==> src/rtl/flash_seq_if.sv <==
// Host command/response channel of the flash sequencer.
interface flash_seq_if;
  logic        cmd_valid;
  logic        cmd_ready;
  logic [1:0]  cmd_op;
  logic [18:0] cmd_addr;
  logic [7:0]  cmd_wdata;
  logic        resp_valid;
  logic [7:0]  resp_rdata;
  logic        resp_err;

  modport master (
    output cmd_valid, cmd_op, cmd_addr, cmd_wdata,
    input  cmd_ready, resp_valid, resp_rdata, resp_err
  );

  modport slave (
    input  cmd_valid, cmd_op, cmd_addr, cmd_wdata,
    output cmd_ready, resp_valid, resp_rdata, resp_err
  );
endinterface

==> src/rtl/flash_seq.sv <==
// JEDEC command sequencer for an AM29F040-class parallel flash: read, program,
// sector/chip erase with toggle-bit polling, DQ5 error and poll timeout.
module flash_seq #(
  parameter int unsigned T_ACC = 4,
  parameter int unsigned T_WP  = 3,
  parameter int unsigned TO_W  = 20
) (
  input  logic        clk_fpga,
  input  logic        rst,
  flash_seq_if.slave  host,
  output logic [18:0] fl_a,
  output logic [7:0]  fl_d_out,
  output logic        fl_d_oe,
  input  logic [7:0]  fl_d_in,
  output logic        fl_ce_n,
  output logic        fl_oe_n,
  output logic        fl_we_n
);
  localparam int unsigned CMAX = (T_ACC > T_WP + 2) ? T_ACC : T_WP + 2;
  localparam int unsigned CW   = $clog2(CMAX + 1);
  localparam logic [CW-1:0] C_ACC  = CW'(T_ACC);
  localparam logic [CW-1:0] C_ACC1 = CW'(T_ACC - 1);
  localparam logic [CW-1:0] C_WP   = CW'(T_WP);
  localparam logic [CW-1:0] C_WG   = CW'(T_WP + 2);

  typedef enum logic [2:0] {RSTCMD, IDLE, READ, WSEQ, POLL, ABORT, RESP} state_t;
  typedef enum logic [1:0] {OP_READ, OP_PROG, OP_SERASE, OP_CERASE} op_t;

  state_t         state, n_state;
  op_t            op, n_op;
  logic [CW-1:0]  cnt, n_cnt;
  logic           act, n_act, wr, n_wr;
  logic [2:0]     step, n_step;
  logic [18:0]    addr, n_addr, n_a;
  logic [7:0]     wdata, n_wdata, n_d, rdata, n_rdata;
  logic           first, n_first, retry, n_retry, prev6, n_prev6, err, n_err;
  logic [TO_W-1:0] pc, n_pc;
  logic           ready_q, rvalid_q;
  logic           n_ce_n, n_oe_n, n_we_n, n_d_oe;
  logic           start_w, start_r, last_w, last_r;
  logic [26:0]    w_word;

  assign host.cmd_ready  = ready_q;
  assign host.resp_valid = rvalid_q;
  assign host.resp_rdata = rdata;
  assign host.resp_err   = err;

  function automatic logic [26:0] wword(input op_t o, input logic [2:0] s,
                                        input logic [18:0] a, input logic [7:0] d);
    logic [26:0] w;
    case (s)
      3'd0, 3'd3: w = {19'h00555, 8'hAA};
      3'd1, 3'd4: w = {19'h002AA, 8'h55};
      3'd2:       w = {19'h00555, (o == OP_PROG) ? 8'hA0 : 8'h80};
      default:    w = (o == OP_CERASE) ? {19'h00555, 8'h10} : {a[18:16], 16'h0000, 8'h30};
    endcase
    if (o == OP_PROG && s == 3'd3) w = {a, d};
    return w;
  endfunction

  // A bus op is a phase counter (cnt) under act; ops chain back-to-back by
  // restarting cnt on the edge that ends the previous one.
  always_comb begin
    n_state = state;  n_op = op;  n_cnt = cnt;  n_act = act;  n_wr = wr;
    n_step = step;  n_addr = addr;  n_wdata = wdata;  n_rdata = rdata;
    n_first = first;  n_retry = retry;  n_prev6 = prev6;  n_pc = pc;  n_err = err;
    n_a = fl_a;  n_d = fl_d_out;
    start_w = 1'b0;  start_r = 1'b0;  w_word = '0;
    last_w = act && wr && (cnt == C_WG);
    last_r = act && !wr && (cnt == C_ACC);
    if (act && !wr && cnt == C_ACC1) n_rdata = fl_d_in;
    if (act) n_cnt = cnt + 1'b1;

    case (state)
      RSTCMD: begin
        if (!act) begin
          start_w = 1'b1;  w_word = {19'h0, 8'hF0};
        end else if (last_w) begin
          n_act = 1'b0;  n_state = IDLE;
        end
      end
      IDLE: begin
        if (host.cmd_valid && ready_q) begin
          n_op = op_t'(host.cmd_op);  n_addr = host.cmd_addr;  n_wdata = host.cmd_wdata;
          n_step = '0;
          n_state = (op_t'(host.cmd_op) == OP_READ) ? READ : WSEQ;
        end
      end
      READ: begin
        if (!act) start_r = 1'b1;
        else if (last_r) begin
          n_act = 1'b0;  n_err = 1'b0;  n_state = RESP;
        end
      end
      WSEQ: begin
        if (!act) begin
          start_w = 1'b1;  w_word = wword(op, step, addr, wdata);
        end else if (last_w) begin
          if (step == ((op == OP_PROG) ? 3'd3 : 3'd5)) begin
            n_state = POLL;  start_r = 1'b1;
            n_first = 1'b1;  n_retry = 1'b0;  n_pc = '0;
          end else begin
            n_step = step + 3'd1;  start_w = 1'b1;
            w_word = wword(op, step + 3'd1, addr, wdata);
          end
        end
      end
      POLL: begin
        if (last_r) begin
          n_pc = pc + 1'b1;  n_prev6 = rdata[6];
          if (first) begin
            n_first = 1'b0;  start_r = 1'b1;
          end else if (rdata[6] == prev6) begin
            n_act = 1'b0;  n_state = RESP;
            n_err = (op == OP_PROG) ? (rdata != wdata) : (rdata != 8'hFF);
          end else if (retry || n_pc == '1) begin
            n_state = ABORT;  start_w = 1'b1;  w_word = {19'h0, 8'hF0};
          end else begin
            n_retry = rdata[5];  start_r = 1'b1;
          end
        end
      end
      ABORT: begin
        if (last_w) begin
          n_act = 1'b0;  n_err = 1'b1;  n_state = RESP;
        end
      end
      RESP:    n_state = IDLE;
      default: n_state = RSTCMD;
    endcase

    if (start_w) begin
      n_act = 1'b1;  n_cnt = '0;  n_wr = 1'b1;  n_a = w_word[26:8];  n_d = w_word[7:0];
    end
    if (start_r) begin
      n_act = 1'b1;  n_cnt = '0;  n_wr = 1'b0;  n_a = addr;
    end
    n_ce_n = !n_act || (n_wr ? (n_cnt == C_WG) : (n_cnt == C_ACC));
    n_oe_n = !(n_act && !n_wr && n_cnt < C_ACC);
    n_we_n = !(n_act && n_wr && n_cnt != '0 && n_cnt <= C_WP);
    n_d_oe = n_act && n_wr && n_cnt < C_WG;
  end

  always_ff @(posedge clk_fpga) begin
    if (rst) begin
      state <= RSTCMD;  op <= OP_READ;  cnt <= '0;  act <= 1'b0;  wr <= 1'b0;
      step <= '0;  addr <= '0;  wdata <= '0;  rdata <= '0;
      first <= 1'b0;  retry <= 1'b0;  prev6 <= 1'b0;  pc <= '0;  err <= 1'b0;
      fl_a <= '0;  fl_d_out <= '0;  fl_d_oe <= 1'b0;
      fl_ce_n <= 1'b1;  fl_oe_n <= 1'b1;  fl_we_n <= 1'b1;
      ready_q <= 1'b0;  rvalid_q <= 1'b0;
    end else begin
      state <= n_state;  op <= n_op;  cnt <= n_cnt;  act <= n_act;  wr <= n_wr;
      step <= n_step;  addr <= n_addr;  wdata <= n_wdata;  rdata <= n_rdata;
      first <= n_first;  retry <= n_retry;  prev6 <= n_prev6;  pc <= n_pc;  err <= n_err;
      fl_a <= n_a;  fl_d_out <= n_d;  fl_d_oe <= n_d_oe;
      fl_ce_n <= n_ce_n;  fl_oe_n <= n_oe_n;  fl_we_n <= n_we_n;
      ready_q <= (n_state == IDLE);
      rvalid_q <= (n_state == RESP);
    end
  end
endmodule
==> src/flat_wrapper.sv <==
// flat-port wrapper written by rule: the top's interface ports become plain ports
module flash_seq_flat 
#(
  parameter int unsigned T_ACC = 4,
  parameter int unsigned T_WP  = 3,
  parameter int unsigned TO_W  = 20
)
  (clk_fpga, rst, fl_a, fl_d_out, fl_d_oe, fl_d_in, fl_ce_n, fl_oe_n, fl_we_n, host_cmd_valid, host_cmd_op, host_cmd_addr, host_cmd_wdata, host_cmd_ready, host_resp_valid, host_resp_rdata, host_resp_err);
  flash_seq_if host_i ();
  input  logic clk_fpga;
  input  logic rst;
  output logic [18:0] fl_a;
  output logic [7:0] fl_d_out;
  output logic fl_d_oe;
  input  logic [7:0] fl_d_in;
  output logic fl_ce_n;
  output logic fl_oe_n;
  output logic fl_we_n;
  input wire logic [$bits(host_i.cmd_valid)-1:0] host_cmd_valid;
  input wire logic [$bits(host_i.cmd_op)-1:0] host_cmd_op;
  input wire logic [$bits(host_i.cmd_addr)-1:0] host_cmd_addr;
  input wire logic [$bits(host_i.cmd_wdata)-1:0] host_cmd_wdata;
  output wire logic [$bits(host_i.cmd_ready)-1:0] host_cmd_ready;
  output wire logic [$bits(host_i.resp_valid)-1:0] host_resp_valid;
  output wire logic [$bits(host_i.resp_rdata)-1:0] host_resp_rdata;
  output wire logic [$bits(host_i.resp_err)-1:0] host_resp_err;
  assign host_i.cmd_valid = host_cmd_valid;
  assign host_i.cmd_op = host_cmd_op;
  assign host_i.cmd_addr = host_cmd_addr;
  assign host_i.cmd_wdata = host_cmd_wdata;
  assign host_cmd_ready = host_i.cmd_ready;
  assign host_resp_valid = host_i.resp_valid;
  assign host_resp_rdata = host_i.resp_rdata;
  assign host_resp_err = host_i.resp_err;
  flash_seq #(.T_ACC(T_ACC), .T_WP(T_WP), .TO_W(TO_W)) u_core (.clk_fpga(clk_fpga), .rst(rst), .host(host_i), .fl_a(fl_a), .fl_d_out(fl_d_out), .fl_d_oe(fl_d_oe), .fl_d_in(fl_d_in), .fl_ce_n(fl_ce_n), .fl_oe_n(fl_oe_n), .fl_we_n(fl_we_n));
endmodule
==> config.mk <==
export PLATFORM = sky130hd
export DESIGN_NAME = flash_seq_flat
export DESIGN_NICKNAME = d
export VERILOG_FILES = /design/src/rtl/flash_seq_if.sv /design/src/rtl/flash_seq.sv /design/src/flat_wrapper.sv
export SDC_FILE = /design/constraint.sdc
export NUM_CORES = 1
export LEC_CHECK = 0
export BUFFER_PORTS_ARGS = -buffer_cell sky130_fd_sc_hd__buf_2
export CAP_MARGIN = 20
export CORE_MARGIN = 4
export CORE_UTILIZATION = 50
export CTS_BUF_LIST = sky130_fd_sc_hd__clkbuf_8
export CTS_CLUSTER_DIAMETER = 50
export DETAILED_ROUTE_END_ITERATION = 10
export PLACE_DENSITY = 0.74
export SLEW_MARGIN = 10
export SYNTH_ARGS = -nofsm -noshare
export SYNTH_HDL_FRONTEND = slang
export SYNTH_SLANG_ARGS = --single-unit
==> constraint.sdc <==
create_clock -name clk_fpga -period 3.6 [get_ports clk_fpga]
set_input_delay 0.72 -clock clk_fpga [delete_from_list [all_inputs] [get_ports clk_fpga]]
set_output_delay 0.72 -clock clk_fpga [all_outputs]
set_load 0.02 [all_outputs]
Yosys cells after proc, flatten, opt, wreduce, memory -nomap -nowiden
Cells that the tools add are included.

cells by class
  $add $sub $neg = 3
  magnitude comparators = 3
  equal/unequal tests = 41
  multiplexer cells = 97
  reduce and logical (&&, ||, !) cells = 40

operators with widths
  kind                                           count
  two-way mux 27 bit                             9
  one-hot mux 27 bit (3 select lines)            3
  two-way mux 20 bit                             4
  two-way mux 3 bit                              21
  two-way mux 1 bit                              46
  one-hot mux 20 bit (2 select lines)            1
  two-way mux 19 bit                             2
  == test 3 bit, second input constant           10
  == test 3 x 2 -> 1 bit, second input constant  7
  one-hot mux 3 bit (7 select lines)             1
  adder 20 x 1 -> 20 bit, second input constant  1
  == test 20 bit, second input constant          1
  != test 2 x 1 -> 1 bit, second input constant  9
  two-way mux 8 bit                              2
  logical AND 1 bit                              14
  == test 3 x 1 -> 1 bit, second input constant  4
  AND reduction 5 bit                            2
  zero test 3 bit                                3
  one-hot mux 1 bit (3 select lines)             3
  != test 2 bit, second input constant           4
  != test 8 bit                                  1
  != test 8 bit, second input constant           1
  AND reduction 8 bit                            1
  OR reduction 2 bit                             4
  other kinds (18)                               30

word-level totals
  bits in registers = 105
  input bits = 40
  output and inout port bits = 42
  word-level logic and storage cells = 206

Depth between registers and ports, before layout
  depth after elaboration = 14
  gate-level depth with buffers = 11

Least setup slack after synthesis
OpenSTA, ideal clock, no wires.

  kind = flip-flop to flip-flop
  from = register u_core.pc[0]
  to = register u_core.fl_a[1]
  library setup time = 0.122 ns
  arrival time = 2.493 ns
  required time = 3.478 ns
  setup slack = 0.985 ns
  cell stages (with the launch flop) = 9
  buffers on the path = 1
  clock period less this slack = 2.615 ns
  cells stage by stage = dfxtp_1 > ha_1 > clkbuf_1 > nor4b_1 > a211oi_1 > a2111oi_4 > a211oi_2 > or3_4 > a221o_1

between the ends
  word-level cells in the longest chain between the ends = 9

RTL lines
  element                                                          line              source
  start: declaration                                               flash_seq.sv:37   logic [TO_W-1:0] pc, n_pc;
  start signal: assignment                                         flash_seq.sv:155  first <= n_first; retry <= n_retry; prev6 <= n_prev6; pc <= n_pc; err <= n_err;
  adder 20 x 1 -> 20 bit *                                         flash_seq.sv:110  n_pc = pc + 1'b1; n_prev6 = rdata[6];
  == test 20 bit *                                                 flash_seq.sv:116  end else if (retry || n_pc == '1) begin
  logical OR 1 bit *                                               flash_seq.sv:116
  two-way mux 1 bit                                                flash_seq.sv:116
  two-way mux 1 bit                                                flash_seq.sv:113  end else if (rdata[6] == prev6) begin
  two-way mux 1 bit                                                flash_seq.sv:111  if (first) begin
  two-way mux 1 bit                                                flash_seq.sv:109  if (last_r) begin
  one-hot mux 1 bit (3 select lines)                               flash_seq.sv:74   case (state)
  two-way mux 19 bit / nonzero test 2 bit (equally long branches)  --
  end signal: assignment                                           flash_seq.sv:156  fl_a <= n_a; fl_d_out <= n_d; fl_d_oe <= n_d_oe;
  end: declaration                                                 flash_seq.sv:11   output logic [18:0] fl_a,

Mark *: on every way between the ends. The rest lies on a longest branch, timed or not.
A chain may end at the register's enable or synchronous reset.

Worst setup path after layout
  from = register u_core.pc[1]
  to = register u_core.fl_a[2]

The elaborated chain is that of the path after synthesis.

==> impl_results.md <==
* Cell Area, Synth at 5500 um^2
* RSZ-0062 raised after global routing: false
* Core area at between 10000 and 15000 um^2
* Site Rows at 38
* Largest net degree at the start of global routing at 32
* NumNets Final at slightly below 800
* Peak VDD IR at roughly 0.33 mV
* Post-synthesis sequential area ratio at a little under two fifths
* YS warnings at 0
* Most common cell in the netlist: dfxtp_1
* Antenna viol nets, final at 0
* Post-synth top flop: dfxtp_1
* Max-cap violations at 0
* Worst r2r src: u_core.pc[1]
* Drt first-iter violations at 448
* Worst relative slew slack at about half
* Routed length per instance at between 15 and 20 um
* Area contributors post-synth: dfxtp_1, nand2_1, a21oi_1
* Layout Skew at about 0.012 ns
* Vias at around 5300
* Min-delay worst type: reg2reg
* Die area at 12700 um^2
* First-pass GRT wire length at between 20000 and 25000 um
* Fraction of synthesized cell area taken by the top area cell type at between 30% and 40%
* DR vias/cell at between 6 and 7
* WL final at roughly 15000 um
* H-tree depth at 3
* Fin. max-slew vios at 0
* Ys async rst share at 0%
* Clock tree buffer depth at 2
* Final hold vios at 0
* Total track usage at 23.6%
* Port Buffer Count at 81
* Die X at approximately 110 um
* CP Launch Type: flip-flop
* Ant diodes at 0
* Critical path arrival at between 3 and 4 ns
* Die height at about 110 um
* Setup crit end kind: flip-flop
* Crit path kind: reg2reg
* Placed Cells at 858
* Io pins at 82
* Post-DP HPWL at 11200 um
* Post-CTS setup buffers at 0
* Drc violations at 0
* Non-filler instance count after layout at between 800 and 900
* Crit path from: u_core.pc[1]
* Leak at 2.29 nW
* Post-synthesis cell type count at 75
* Synth area leader: dfxtp_1
* Pre-antenna DRT Iters at 5
* Fmax at about 320 MHz
* Clk_lat worst skew at about 0.38 ns
* Worst-Margin Slew at between 0.7 and 0.8 ns
* Antenna violations before repair at 0
* Power density cells at around 340 nW/um^2
* Register bit count reported by yosys at ~110
* Final Setup Violations at 0
* Layout area overhead at 12.0%
* Initial core utilization at between 50% and 60%
* GP Congestion at 0.926
* Worst endpoint required time at 3.85 ns
* CTS sink count at 105
* Mapped Cells at 672
* Post-cts resize count at 0
* Reg2reg path depth at 8
* Clock slew at reported path FFs at ~0.10 ns
* Crit share post-route at 86.5%
* Syn_nets at 726
* Vias in the first global route at around 5000
* CTS tree: yes
* Final setup TNS at 0 ns
* Top cells by count, synth: dfxtp_1, nand2_1, a21oi_1, nor2_1, o21ai_0
* Cts bufs inserted at 9
* Crit-path max FO at 14
* EDFF count, synth at 0
* Grt ovf at 0
* R2R Setup Slk at slightly below 0.5 ns
* Root buf cell: clkbuf_8
* Hold-fix buffers, CTS at 0
* Syn_area_per_cell at a little over 8 um^2
* Worst Setup EP: u_core.fl_a[2]
* Run status: finished clean
* Min Tclk post-route at between 3 and 4 ns
* Fraction of layout cells with a size suffix above 1 at between 10% and 20%
* Worst R2R End: u_core.fl_a[2]
layer usage:
layer	vias up	global-route usage [%]	wire, um	share of wire [%]
met5	-	0	0	0
met4	0	7.45	379	2.5
met3	31	5.24	946	6.3
met2	208	38.9	7250	48
met1	2542	30.8	6480	43
li1	2564	-	-	-
power breakdown:
| part | internal, mW | switching, mW | total (mW) |
|---|---|---|---|
| Combinational | 0.0389 | 0.0547 | 0.0936 |
| Sequential | 1.17 | 0.0115 | 1.18 |
| Clock | 0.401 | 0.432 | 0.833 |
cells in the final DEF, fill, tap and decap left out, drive strengths merged, types with 5 or more instances in the layout:
cell type	instances
buf	89
clkbuf	9
nand3b	6
a221o	6
nand3	19
and2	5
nor3	11
o21ai	39
dfxtp	105
nor2b	15
o2bb2ai	7
a31oi	16
a211oi	5
ha	14
nand4	9
and3	6
or3	12
a21o	5
a21oi	68
a41oi	5
o21a	5
or2	5
mux2i	10
inv	15
a22oi	5
nand2	101
a32o	9
a311oi	8
nor2	58
sequential cells by signal, indices dropped and copies added (netlist names):
name	count
u_core.fl_ce_n	1
u_core.cnt	3
u_core.fl_d_out	8
u_core.fl_a	19
u_core.host.resp_rdata	8
u_core.retry	1
u_core.pc	20
u_core.state	3
u_core.act	1
u_core.addr	19
u_core.host.resp_err	1
u_core.fl_d_oe	1
u_core.fl_we_n	1
u_core.step	3
u_core.op	2
u_core.fl_oe_n	1
u_core.host.cmd_ready	1
u_core.prev6	1
u_core.first	1
u_core.wdata	8
u_core.wr	1
u_core.host.resp_valid	1
per-stage QoR:
| step | power, mW | worst slack (ns) | utilization [%] | hold slack, ns | instance area (um^2) |
|---|---|---|---|---|---|
| final | 2.11 | 0.487 | 57.0 | 0.462 | 6160 |
| after global routing | 2.17 | 0.228 | 57.0 | 0.490 | 6160 |
| after CTS | 2.12 | 0.491 | 57.0 | 0.464 | 6160 |
| after detailed placement | 1.30 | 0.510 | 55.0 | 0.449 | 5940 |
| after global placement | 1.30 | 0.743 | 55.0 | 0.445 | 5940 |
| after floorplan | 1.26 | 0.985 | - | 0.437 | 5500 |
how the worst min path moves through the flow:
stage / startpoint / endpoint / slack [ns] / depth (start not counted)
after global routing: u_core.fl_a[8] / u_core.fl_a[8] / 0.49 / 1
after global placement: u_core.addr[14] / u_core.addr[14] / 0.44 / 2
final: u_core.addr[5] / u_core.addr[5] / 0.46 / 2
after detailed placement: u_core.addr[5] / u_core.addr[5] / 0.45 / 2
after CTS: u_core.addr[5] / u_core.addr[5] / 0.46 / 2
after floorplan: u_core.addr[11] / u_core.addr[11] / 0.44 / 2
critical path, cell delays in order (launching register included):
cell and delay (ns):
dfxtp_1 0.46, ha_1 0.51, nand2_1 0.12, nor4_2 0.31, xnor2_1 0.18, a2111oi_4 0.41, a211oi_2 0.19, o21ai_0 0.62
o2bb2ai_1 0.17
logic make-up after synthesis:
| kind of cell | after synthesis | share of synthesized area, % |
|---|---|---|
| simple gates | 271 | 25.0 |
| compound gates | 210 | 25.8 |
| flops | 105 | 38.2 |
| buf+inv | 54 | 4.55 |
| fa+ha+maj | 14 | 3.19 |
| mux | 13 | 2.43 |
| xor+xnor | 5 | 0.796 |
layout make-up:
| type | instances | area [um^2] |
|---|---|---|
| Tap cell | 140 | 175 |
| Sequential cell | 105 | 2100 |
| Inverter | 11 | 41.3 |
| Clock inverter | 6 | 97.6 |
| Timing Repair Buffer | 89 | 465 |
| Clock buffer | 9 | 124 |
| Multi-Input combinational cell | 513 | 3150 |
| Fill cell | 992 | 4640 |
(Power assumes the default switching activity.)
